`src/rtl/edge_arb_pkg.sv`:
```
// Shared types and the round-robin pick helper for the edge event arbiter.
// Sized for the largest supported channel count; callers pass the live count.
package edge_arb_pkg;

    localparam int MAX_CH   = 16;
    localparam int MAX_CH_W = 4;

    typedef enum logic [2:0] {
        ZERO = 3'b001,
        EDGE = 3'b010,
        ONE  = 3'b100
    } det_state_t;

    typedef enum logic {
        IDLE  = 1'b0,
        OFFER = 1'b1
    } arb_state_t;

    // First set bit of pending searching from last_grant+1, wrapping at num_ch.
    function automatic logic [MAX_CH_W-1:0] rr_pick(
        input logic [MAX_CH-1:0]   pending,
        input logic [MAX_CH_W-1:0] last_grant,
        input int                  num_ch
    );
        int                  idx;
        logic                found;
        logic [MAX_CH_W-1:0] sel;
        sel   = '0;
        found = 1'b0;
        idx   = 0;
        for (int k = 1; k <= MAX_CH; k++) begin
            if (k <= num_ch) begin
                idx = (int'(last_grant) + k) % num_ch;
                if (!found && pending[idx]) begin
                    sel   = idx[MAX_CH_W-1:0];
                    found = 1'b1;
                end
            end
        end
        return sel;
    endfunction

endpackage

```
`src/rtl/edge_tick_detector.sv`:
```
// Three-state rising-edge detector; edge_tick flags the ZERO->EDGE transition
// so the request is registered on the same clock edge as the state move.
module edge_tick_detector
    import edge_arb_pkg::*;
(
    input  logic clk,
    input  logic reset,
    input  logic level,
    output logic edge_tick
);

    det_state_t state, state_nxt;

    always_ff @(posedge clk) begin
        if (!reset) state <= ZERO;
        else        state <= state_nxt;
    end

    always_comb begin
        state_nxt = state;
        case (state)
            ZERO:    if (level) state_nxt = EDGE;
            EDGE:    state_nxt = level ? ONE : ZERO;
            ONE:     if (!level) state_nxt = ZERO;
            default: state_nxt = ZERO;
        endcase
    end

    assign edge_tick = (state == ZERO) && level;

endmodule

```
`src/rtl/edge_event_arbiter.sv`:
```
// Per-channel edge detectors feeding a round-robin arbiter onto one
// valid/ready event port, with sticky overflow flags and a saturating drop count.
module edge_event_arbiter
    import edge_arb_pkg::*;
#(
    parameter  int NUM_CH = 4,
    parameter  int CNT_W  = 8,
    localparam int CH_W   = $clog2(NUM_CH)
) (
    input  logic              clk,
    input  logic              reset,
    input  logic [NUM_CH-1:0] level,
    input  logic [NUM_CH-1:0] ch_enable,
    output logic              evt_valid,
    input  logic              evt_ready,
    output logic [CH_W-1:0]   evt_ch,
    output logic [NUM_CH-1:0] overflow,
    input  logic              ovf_clear,
    output logic [CNT_W-1:0]  drop_count,
    output logic              busy
);

    localparam int               SUM_W   = CNT_W + 5;
    localparam logic [CNT_W-1:0] CNT_MAX = '1;

    arb_state_t          state, state_nxt;
    logic [NUM_CH-1:0]   tick, pending, pending_nxt, new_req, hit, grant_vec, ovf_nxt;
    logic [CH_W-1:0]     last_grant, sel;
    logic [MAX_CH-1:0]   pend_ext;
    logic                avail, grant_en, valid_nxt, busy_nxt;
    logic [SUM_W-1:0]    hit_cnt, drop_base, drop_sum;
    logic [CNT_W-1:0]    drop_nxt;

    for (genvar i = 0; i < NUM_CH; i++) begin : g_det
        edge_tick_detector u_det (
            .clk      (clk),
            .reset    (reset),
            .level    (level[i]),
            .edge_tick(tick[i])
        );
    end

    // Channels being disabled this edge are not eligible for a grant.
    always_comb begin
        pend_ext               = '0;
        pend_ext[NUM_CH-1:0]   = pending & ch_enable;
    end

    assign avail = |(pending & ch_enable);
    assign sel   = CH_W'(rr_pick(pend_ext, MAX_CH_W'(last_grant), NUM_CH));

    always_comb begin
        state_nxt = state;
        grant_en  = 1'b0;
        case (state)
            IDLE: begin
                if (avail) begin
                    grant_en  = 1'b1;
                    state_nxt = OFFER;
                end
            end
            OFFER: begin
                if (evt_ready) begin
                    if (avail) grant_en  = 1'b1;
                    else       state_nxt = IDLE;
                end
            end
            default: state_nxt = IDLE;
        endcase
    end

    // A new edge on a pending, non-granted channel is a lost event.
    always_comb begin
        grant_vec   = grant_en ? (NUM_CH'(1) << sel) : '0;
        new_req     = tick & ch_enable;
        hit         = new_req & pending & ~grant_vec;
        pending_nxt = ch_enable & ((pending & ~grant_vec) | new_req);
        valid_nxt   = (state_nxt == OFFER);
        busy_nxt    = valid_nxt | (|pending_nxt);
        ovf_nxt     = (ovf_clear ? '0 : overflow) | hit;
        hit_cnt     = '0;
        for (int i = 0; i < NUM_CH; i++) hit_cnt = hit_cnt + SUM_W'(hit[i]);
        drop_base   = ovf_clear ? '0 : SUM_W'(drop_count);
        drop_sum    = drop_base + hit_cnt;
        drop_nxt    = (drop_sum > SUM_W'(CNT_MAX)) ? CNT_MAX : CNT_W'(drop_sum);
    end

    always_ff @(posedge clk) begin
        if (!reset) state <= IDLE;
        else        state <= state_nxt;
    end

    always_ff @(posedge clk) begin
        if (!reset) begin
            pending    <= '0;
            evt_valid  <= 1'b0;
            evt_ch     <= '0;
            last_grant <= CH_W'(NUM_CH - 1);
            overflow   <= '0;
            drop_count <= '0;
            busy       <= 1'b0;
        end else begin
            pending    <= pending_nxt;
            evt_valid  <= valid_nxt;
            busy       <= busy_nxt;
            overflow   <= ovf_nxt;
            drop_count <= drop_nxt;
            if (grant_en) begin
                evt_ch     <= sel;
                last_grant <= sel;
            end
        end
    end

endmodule

```
`config.mk`:
```
export PLATFORM = sky130hd
export DESIGN_NAME = edge_event_arbiter
export DESIGN_NICKNAME = d
export VERILOG_FILES = /design/src/rtl/edge_arb_pkg.sv /design/src/rtl/edge_tick_detector.sv /design/src/rtl/edge_event_arbiter.sv
export SDC_FILE = /design/constraint.sdc
export NUM_CORES = 1
export LEC_CHECK = 0
export BUFFER_PORTS_ARGS = -buffer_cell sky130_fd_sc_hd__buf_2
export CORE_ASPECT_RATIO = 0.5
export CORE_MARGIN = 8
export CORE_UTILIZATION = 35
export DETAILED_ROUTE_END_ITERATION = 7
export PLACE_DENSITY = 0.63
export REMOVE_ABC_BUFFERS = 1
export SLEW_MARGIN = 20
export SYNTH_ARGS = -nofsm -noshare
export SYNTH_HDL_FRONTEND = slang
export SYNTH_SLANG_ARGS = --single-unit
```
`constraint.sdc`:
```
create_clock -name clk -period 6.91 [get_ports clk]
set_input_delay 0.3455 -clock clk [delete_from_list [all_inputs] [get_ports clk]]
set_output_delay 0.3455 -clock clk [all_outputs]
set_load 0.01 [all_outputs]
```
## Word level (Yosys, flattened, before mapping)

Index checks and enable logic that the tools add are counted.

| storage, ports and cells | value |
|---|---|
| register bits after elaboration | 34 |
| input bits | 12 |
| logic and storage cells | 124 |

| cells by class | value |
|---|---|
| add/sub/neg operators | 8 |
| $lt $le $gt $ge | 5 |
| equal/unequal tests | 20 |
| shift operators | 1 |
| multiplexer cells | 44 |
| bitwise logic cells | 15 |
| reductions and logical operators | 20 |

Operators with widths:

| kind | number |
|---|---|
| two-way mux 3 bit | 12 |
| one-hot mux 3 bit (3 select lines) | 4 |
| AND 4 bit | 6 |
| < comparator 3 x 6 -> 1 bit (second input constant) | 4 |
| two-way mux 8 bit | 2 |
| != test 2 bit (second input constant) | 8 |
| two-way mux 1 bit | 14 |
| binary-select mux 1 bit (select 3 bit) | 4 |
| == test 3 x 1 -> 1 bit (second input constant) | 4 |
| == test 3 x 2 -> 1 bit (second input constant) | 4 |
| == test 3 bit (second input constant) | 4 |
| adder 8 x 4 -> 9 bit | 1 |
| > comparator 9 x 8 -> 1 bit (second input constant) | 1 |
| two-way mux 2 bit | 4 |
| two-way mux 4 bit | 2 |
| bitwise OR 4 bit | 2 |
| AND reduction 2 bit | 4 |
| OR reduction 2 bit | 4 |
| OR reduction 4 bit | 2 |
| logical AND 1 bit | 7 |
| adder 2 x 1 -> 2 bit (second input constant) | 2 |
| adder 2 bit (second input constant) | 2 |
| adder 3 x 1 -> 4 bit | 1 |
| AND 1 bit (first input constant) | 4 |
| 8 further kinds | 11 |

## Depth between registers and ports, before layout

| depth | value |
|---|---|
| depth in word-level cells | 26 |
| mapped depth | 14 |

## By module

A second synthesis with hierarchy kept.

| unflattened totals | value |
|---|---|
| cell total of the unflattened synthesis | 170 |
| area total of the unflattened synthesis | 1670.4 µm² |

Modules (own cells, without submodules):

| module | instances | cells an instance | area an instance (µm²) | seq. area each (µm²) |
|---|---|---|---|---|
| edge_event_arbiter | 1 | 126 | 1164.9 | 440.4 |
| edge_tick_detector | 4 | 11 | 126.4 | 60.1 |

## Least setup slack after synthesis

OpenSTA, ideal clock, no wires.

| timing | value |
|---|---|
| kind | input to register |
| start | in ch_enable[3] |
| end | reg drop_count[0] |
| library setup time | 0.072 ns |
| arrival time | 3.483 ns |
| data required time | 6.838 ns |
| slack | 3.355 ns |
| stages on the path | 14 |
| cell sequence | buf_4 > nand3_1 > and3_4 > or4_4 > o2111a_2 > fa_1 > inv_1 > fa_1 > inv_1 > fa_1 > nor3b_1 > and4_1 > inv_1 > a21oi_1 |

| between the ends | value |
|---|---|
| word-level cells in the longest chain between the ends | 24 |
| elaborated cells on any way between the ends | 42 |
| classes of those cells | add/sub: 4; order compare: 1; shift: 1; mux: 24; bitwise: 5; reduce/logical: 7 |

Ends and longest elaborated chain:

| item | line | text |
|---|---|---|
| start: declaration | edge_event_arbiter.sv:13 | `input logic [NUM_CH-1:0] ch_enable,` |
| AND 4 bit | edge_event_arbiter.sv:46, edge_event_arbiter.sv:49 |  |
| binary-select mux 1 bit (select 3 bit) | edge_arb_pkg.sv:34 | `if (!found && pending[idx]) begin` |
| two-way mux 1 bit (not written as such) (2 in a row) | edge_arb_pkg.sv:34 |  |
| two-way mux 1 bit | edge_arb_pkg.sv:34 |  |
| logical NOT 1 bit | edge_arb_pkg.sv:34 |  |
| logical AND 1 bit | edge_arb_pkg.sv:34 |  |
| two-way mux 1 bit | edge_arb_pkg.sv:34 |  |
| logical NOT 1 bit | edge_arb_pkg.sv:34 |  |
| [... 7 more ...] | - |  |
| NOT 4 bit | edge_event_arbiter.sv:76 | `hit = new_req & pending & ~grant_vec;` |
| AND 4 bit (*) | edge_event_arbiter.sv:76 |  |
| adder 1 x 1 -> 2 bit | edge_event_arbiter.sv:82 | `for (int i = 0; i < NUM_CH; i++) hit_cnt = hit_cnt + SUM_W'(hit[i]);` |
| adder 2 x 1 -> 3 bit | edge_event_arbiter.sv:82 |  |
| adder 3 x 1 -> 4 bit (*) | edge_event_arbiter.sv:82 |  |
| adder 8 x 4 -> 9 bit (*) | edge_event_arbiter.sv:84 | `drop_sum = drop_base + hit_cnt;` |
| > comparator 9 x 8 -> 1 bit | edge_event_arbiter.sv:85 | `drop_nxt = (drop_sum > SUM_W'(CNT_MAX)) ? CNT_MAX : CNT_W'(drop_sum);` |
| two-way mux 8 bit (*) | edge_event_arbiter.sv:85 |  |
| end signal: assignment | edge_event_arbiter.sv:107 | `drop_count <= drop_nxt;` |
| end: declaration | edge_event_arbiter.sv:19 | `output logic [CNT_W-1:0] drop_count,` |

Every way passes the cells marked *; elsewhere a longest branch is shown, timed or not. The select of a mux whose other input is x is not followed.
A chain may end at the register's enable or synchronous reset.

## Final worst setup path

| timing | value |
|---|---|
| start | reg pending[3] |
| end | reg drop_count[5] |

| between the ends | value |
|---|---|
| word-level cells in the longest chain between the ends | 24 |
| elaborated cells on any way between the ends | 41 |
| classes of those cells | add/sub: 4; order compare: 1; shift: 1; mux: 24; bitwise: 4; reduce/logical: 7 |

Ends and longest elaborated chain:

| item | line | text |
|---|---|---|
| start: declaration | edge_event_arbiter.sv:27 | `logic [NUM_CH-1:0] tick, pending, pending_nxt, new_req, hit, grant_vec, ovf_nxt;` |
| start signal: assignment | edge_event_arbiter.sv:103 | `pending <= pending_nxt;` |
| AND 4 bit | edge_event_arbiter.sv:46, edge_event_arbiter.sv:49 |  |
| binary-select mux 1 bit (select 3 bit) | edge_arb_pkg.sv:34 |  |
| two-way mux 1 bit (not written as such) (2 in a row) | edge_arb_pkg.sv:34 |  |
| two-way mux 1 bit | edge_arb_pkg.sv:34 |  |
| logical NOT 1 bit | edge_arb_pkg.sv:34 |  |
| logical AND 1 bit | edge_arb_pkg.sv:34 |  |
| two-way mux 1 bit | edge_arb_pkg.sv:34 |  |
| logical NOT 1 bit | edge_arb_pkg.sv:34 |  |
| [... 7 more ...] | - |  |
| NOT 4 bit | edge_event_arbiter.sv:76 |  |
| AND 4 bit (*) | edge_event_arbiter.sv:76 |  |
| adder 1 x 1 -> 2 bit | edge_event_arbiter.sv:82 |  |
| adder 2 x 1 -> 3 bit | edge_event_arbiter.sv:82 |  |
| adder 3 x 1 -> 4 bit (*) | edge_event_arbiter.sv:82 |  |
| adder 8 x 4 -> 9 bit (*) | edge_event_arbiter.sv:84 |  |
| > comparator 9 x 8 -> 1 bit | edge_event_arbiter.sv:85 |  |
| two-way mux 8 bit (*) | edge_event_arbiter.sv:85 |  |

Marked as above.

==> metrics.md <==
| Metric | Value |
|---|---|
| Clock transition at path regs | `~0.06 ns` |
| Most frequent cells in the layout | `dfxtp_1, buf_2, nor2_1` |
| Kind of critical path | `reg -> reg` |
| Post-synth ARST share | `0%` |
| Width of the chip | `111 um` |
| IR drop worst, VDD | `between 0.06 and 0.07 mV` |
| Die area | `about 7100 um2` |
| Reg2reg path depth | `13` |
| First drt pass iteration count | `4` |
| Sequential Power Share | `between 50% and 60%` |
| EDFF count, synth | `0` |
| Clk sinks | `34` |
| NetSw | `about 0.099 mW` |
| Dominant combinational cell family by area after synthesis | `simple AND/OR/NAND/NOR gates` |
| Combinational Power Share | `between 10% and 20%` |
| Largest cells by area after synthesis | `dfxtp_1, nor2_1, xnor2_1` |
| CTS tree | `yes` |
| Lkg Pwr | `0.760 nW` |
| Hold_ws | `0.263 ns` |
| RSZ-0062 raised after global routing | `no` |
| GRT Total Usage | `about a tenth` |
| # resized after CTS | `0` |
| Cells after synthesis | `between 150 and 200` |
| Initial DRC Count | `approximately 80` |
| Final worst-path cycle share | `a little under three fifths` |
| First-pass GRT wire length | `~6200 um` |
| Area leader, netlist | `dfxtp_1` |
| Initial Utilization | `a little over a third` |
| Number of routed nets with antenna violations | `0` |
| Mux cell area share after synthesis | `0%` |
| Hold WC Path Type | `in -> reg` |
| Drt wl/cell | `roughly 13 um` |
| Data required time at the worst endpoint | `between 7 and 8 ns` |
| Layout area overhead | `16.8%` |
| Seq/Total Area, Yosys | `between 40% and 50%` |
| Adder-cell share of the synthesized area | `4.56%` |
| Status | `complete, no violations` |
| GP Congestion | `roughly 0.92` |
| Vias in the first global route | `approximately 1400` |
| Post-cts hold buffer count | `0` |
| Mapped Area | `1590 um2` |
| Switching fraction of total power | `25.3%` |
| Die Y-Extent | `63.7 um` |
| Critical path fanouts, max | `7` |
| Setup-failing EPs final | `0` |
| Core ar. | `4380 um2` |
| P_int | `slightly below 0.3 mW` |
| # IOs | `28` |
| Fmax | `around 260 MHz` |
| Final Power | `just under 0.4 mW` |
| Setup TNS | `0 ns` |
| Hold Crit Depth | `2` |
| Final wirelength | `about 3600 um` |
| Synthesis Warnings | `0` |
| Avg Cell Area, Syn | `~8.9 um2` |
| Max-cap violations | `0` |
| Hold Fails Final Rpt | `0` |
| H-tree levels | `2` |
| Worst R2R Setup Slack | `3.08 ns` |
| Clock Power Share | `34.0%` |
| Ys flop type | `dfxtp_1` |
| Fin Clk Skew | `~0.0031 ns` |
| Simple-Gate Fraction of Synth Area | `between 20% and 30%` |
| Data arrival, critical path | `around 4.0 ns` |
| Clk buf depth | `2` |
| Antenna Cells | `0` |
| Slew HR | `a little under two thirds` |
| Gr ovfl total | `0` |
| Post-synth cell types | `47` |
| Slew Viols, Final | `0` |
| Xor/xnor share of the synthesized area | `about 4.4%` |
| Clk Latency, worst-skew pair | `0.28 ns` |
| Initial antenna violation count | `0` |
| Final min period | `~3.8 ns` |
| DRC viols | `0` |
| Post-CTS Setup Inserts | `0` |
| Row cnt | `17` |
| Area of the multi-input gates | `around 870 um2` |
| Crit. End Element | `flip-flop` |
| Port Buffer Count | `27` |
| Largest net degree at the start of global routing | `20` |
| Compound-Gate Fraction of Synth Area | `roughly 18%` |
| Register area | `a little under 700 um2` |
| Placed instance count | `260` |
| Nets | `around 230` |
| Synthesized flop and latch total | `34` |
| Crit path launch type | `flip-flop` |
| Via density | `5.24` |
| Fill cells | `between 400 and 500` |
| TritonCTS buffer count | `5` |
| Worst Tran Pin Value | `0.542 ns` |
| Final Util | `between 40% and 50%` |
| Most common cell after layout, fill and taps aside | `dfxtp_1` |
| Vias | `1398` |
| Clk root buf | `clkbuf_8` |
| Cell area power density | `211 nW/um2` |
| Non-Filler Instances | `roughly 270` |
| Post-DP HPWL | `between 2000 and 3000 um` |
| Layout cells sized above 1 | `a little over a fifth` |
| Share of the synthesized area in the top cell type | `between 40% and 50%` |
==> Yosys cell counts, types with 4 or more instances <==
master and n:
nor2_1 19, nand3_1 9, nand2_1 17, xnor2_1 8, a21oi_1 10, inv_1 5, dfxtp_1 34, o21ai_0 9
and3_1 5, nor3_1 7, nor2b_1 4
==> worst paths after layout <==
| path | start | end |
|---|---|---|
| hold / removal | level[3] | g_det[3].u_det.state[0] |
| setup reg to reg | pending[3] | drop_count[5] |
| setup / recovery | pending[3] | drop_count[5] |
| hold reg to reg | overflow[2] | overflow[2] |
==> routing by layer <==
metal | share of wire, % | vias up | GRT usage [%] | routed length [um]
li1 | - | 708 | - | -
met1 | 44 | 643 | 11.8 | 1560
met2 | 48 | 37 | 17.3 | 1700
met3 | 5.7 | 10 | 3.02 | 203
met4 | 2.8 | 0 | 6.10 | 99
met5 | 0 | - | 0 | 0
==> cell families (layout without fill, tap and decap cells) <==
logic type	Yosys count	in the layout
flip-flops	34	34
adder cells (fa/ha/maj)	4	4
buffers and inverters	10	41
AND/OR/NAND/NOR	82	82
XOR/XNOR	8	8
AO/OA/AOI/OAI	41	41
==> sequential cells by signal (all words and copies together) (netlist names) <==
name / count
busy: 1
drop_count: 8
evt_ch: 2
evt_valid: 1
g_det.u_det.state: 12
last_grant: 2
overflow: 4
pending: 4
==> area by class of cell <==
class	count	share of cell area [%]
tap	57	3.84
inverter	7	1.42
sequential	34	36.7
timing repair buffer	27	7.28
clock buffer	7	4.11
multi-input combinational	135	46.7
==> metrics by stage <==
| step | setup WS (ns) | instance area [um2] |
|---|---|---|
| detailed placement | 3.01 | 1780 |
| floorplan | 3.38 | 1570 |
| finish | 3.08 | 1860 |
| global route | 2.80 | 1860 |
| CTS | 3.11 | 1860 |
| global placement | 3.10 | 1780 |
==> power groups by stage <==
stage	logic (mW)	clock network, mW	registers, mW
4_1_cts	0.0470	0.139	0.212
3_3_place_gp	0.0461	0	0.216
6_report	0.0468	0.134	0.212
3_5_place_dp	0.0466	0	0.216
2_1_floorplan	0.0287	0	0.216
5_1_grt	0.0523	0.148	0.213
==> worst max-delay path, cell delays in order (launching register included) <==
cell,delay [ns]
dfxtp_1,0.44
nand3_1,0.13
and3_4,0.21
or4_4,0.54
o2111a_2,0.29
fa_1,0.49
inv_1,0.06
fa_1,0.44
inv_1,0.08
fa_1,0.23
nor3b_1,0.32
and4_1,0.29
inv_1,0.10
a21oi_1,0.14
(Power assumes the default switching activity.)
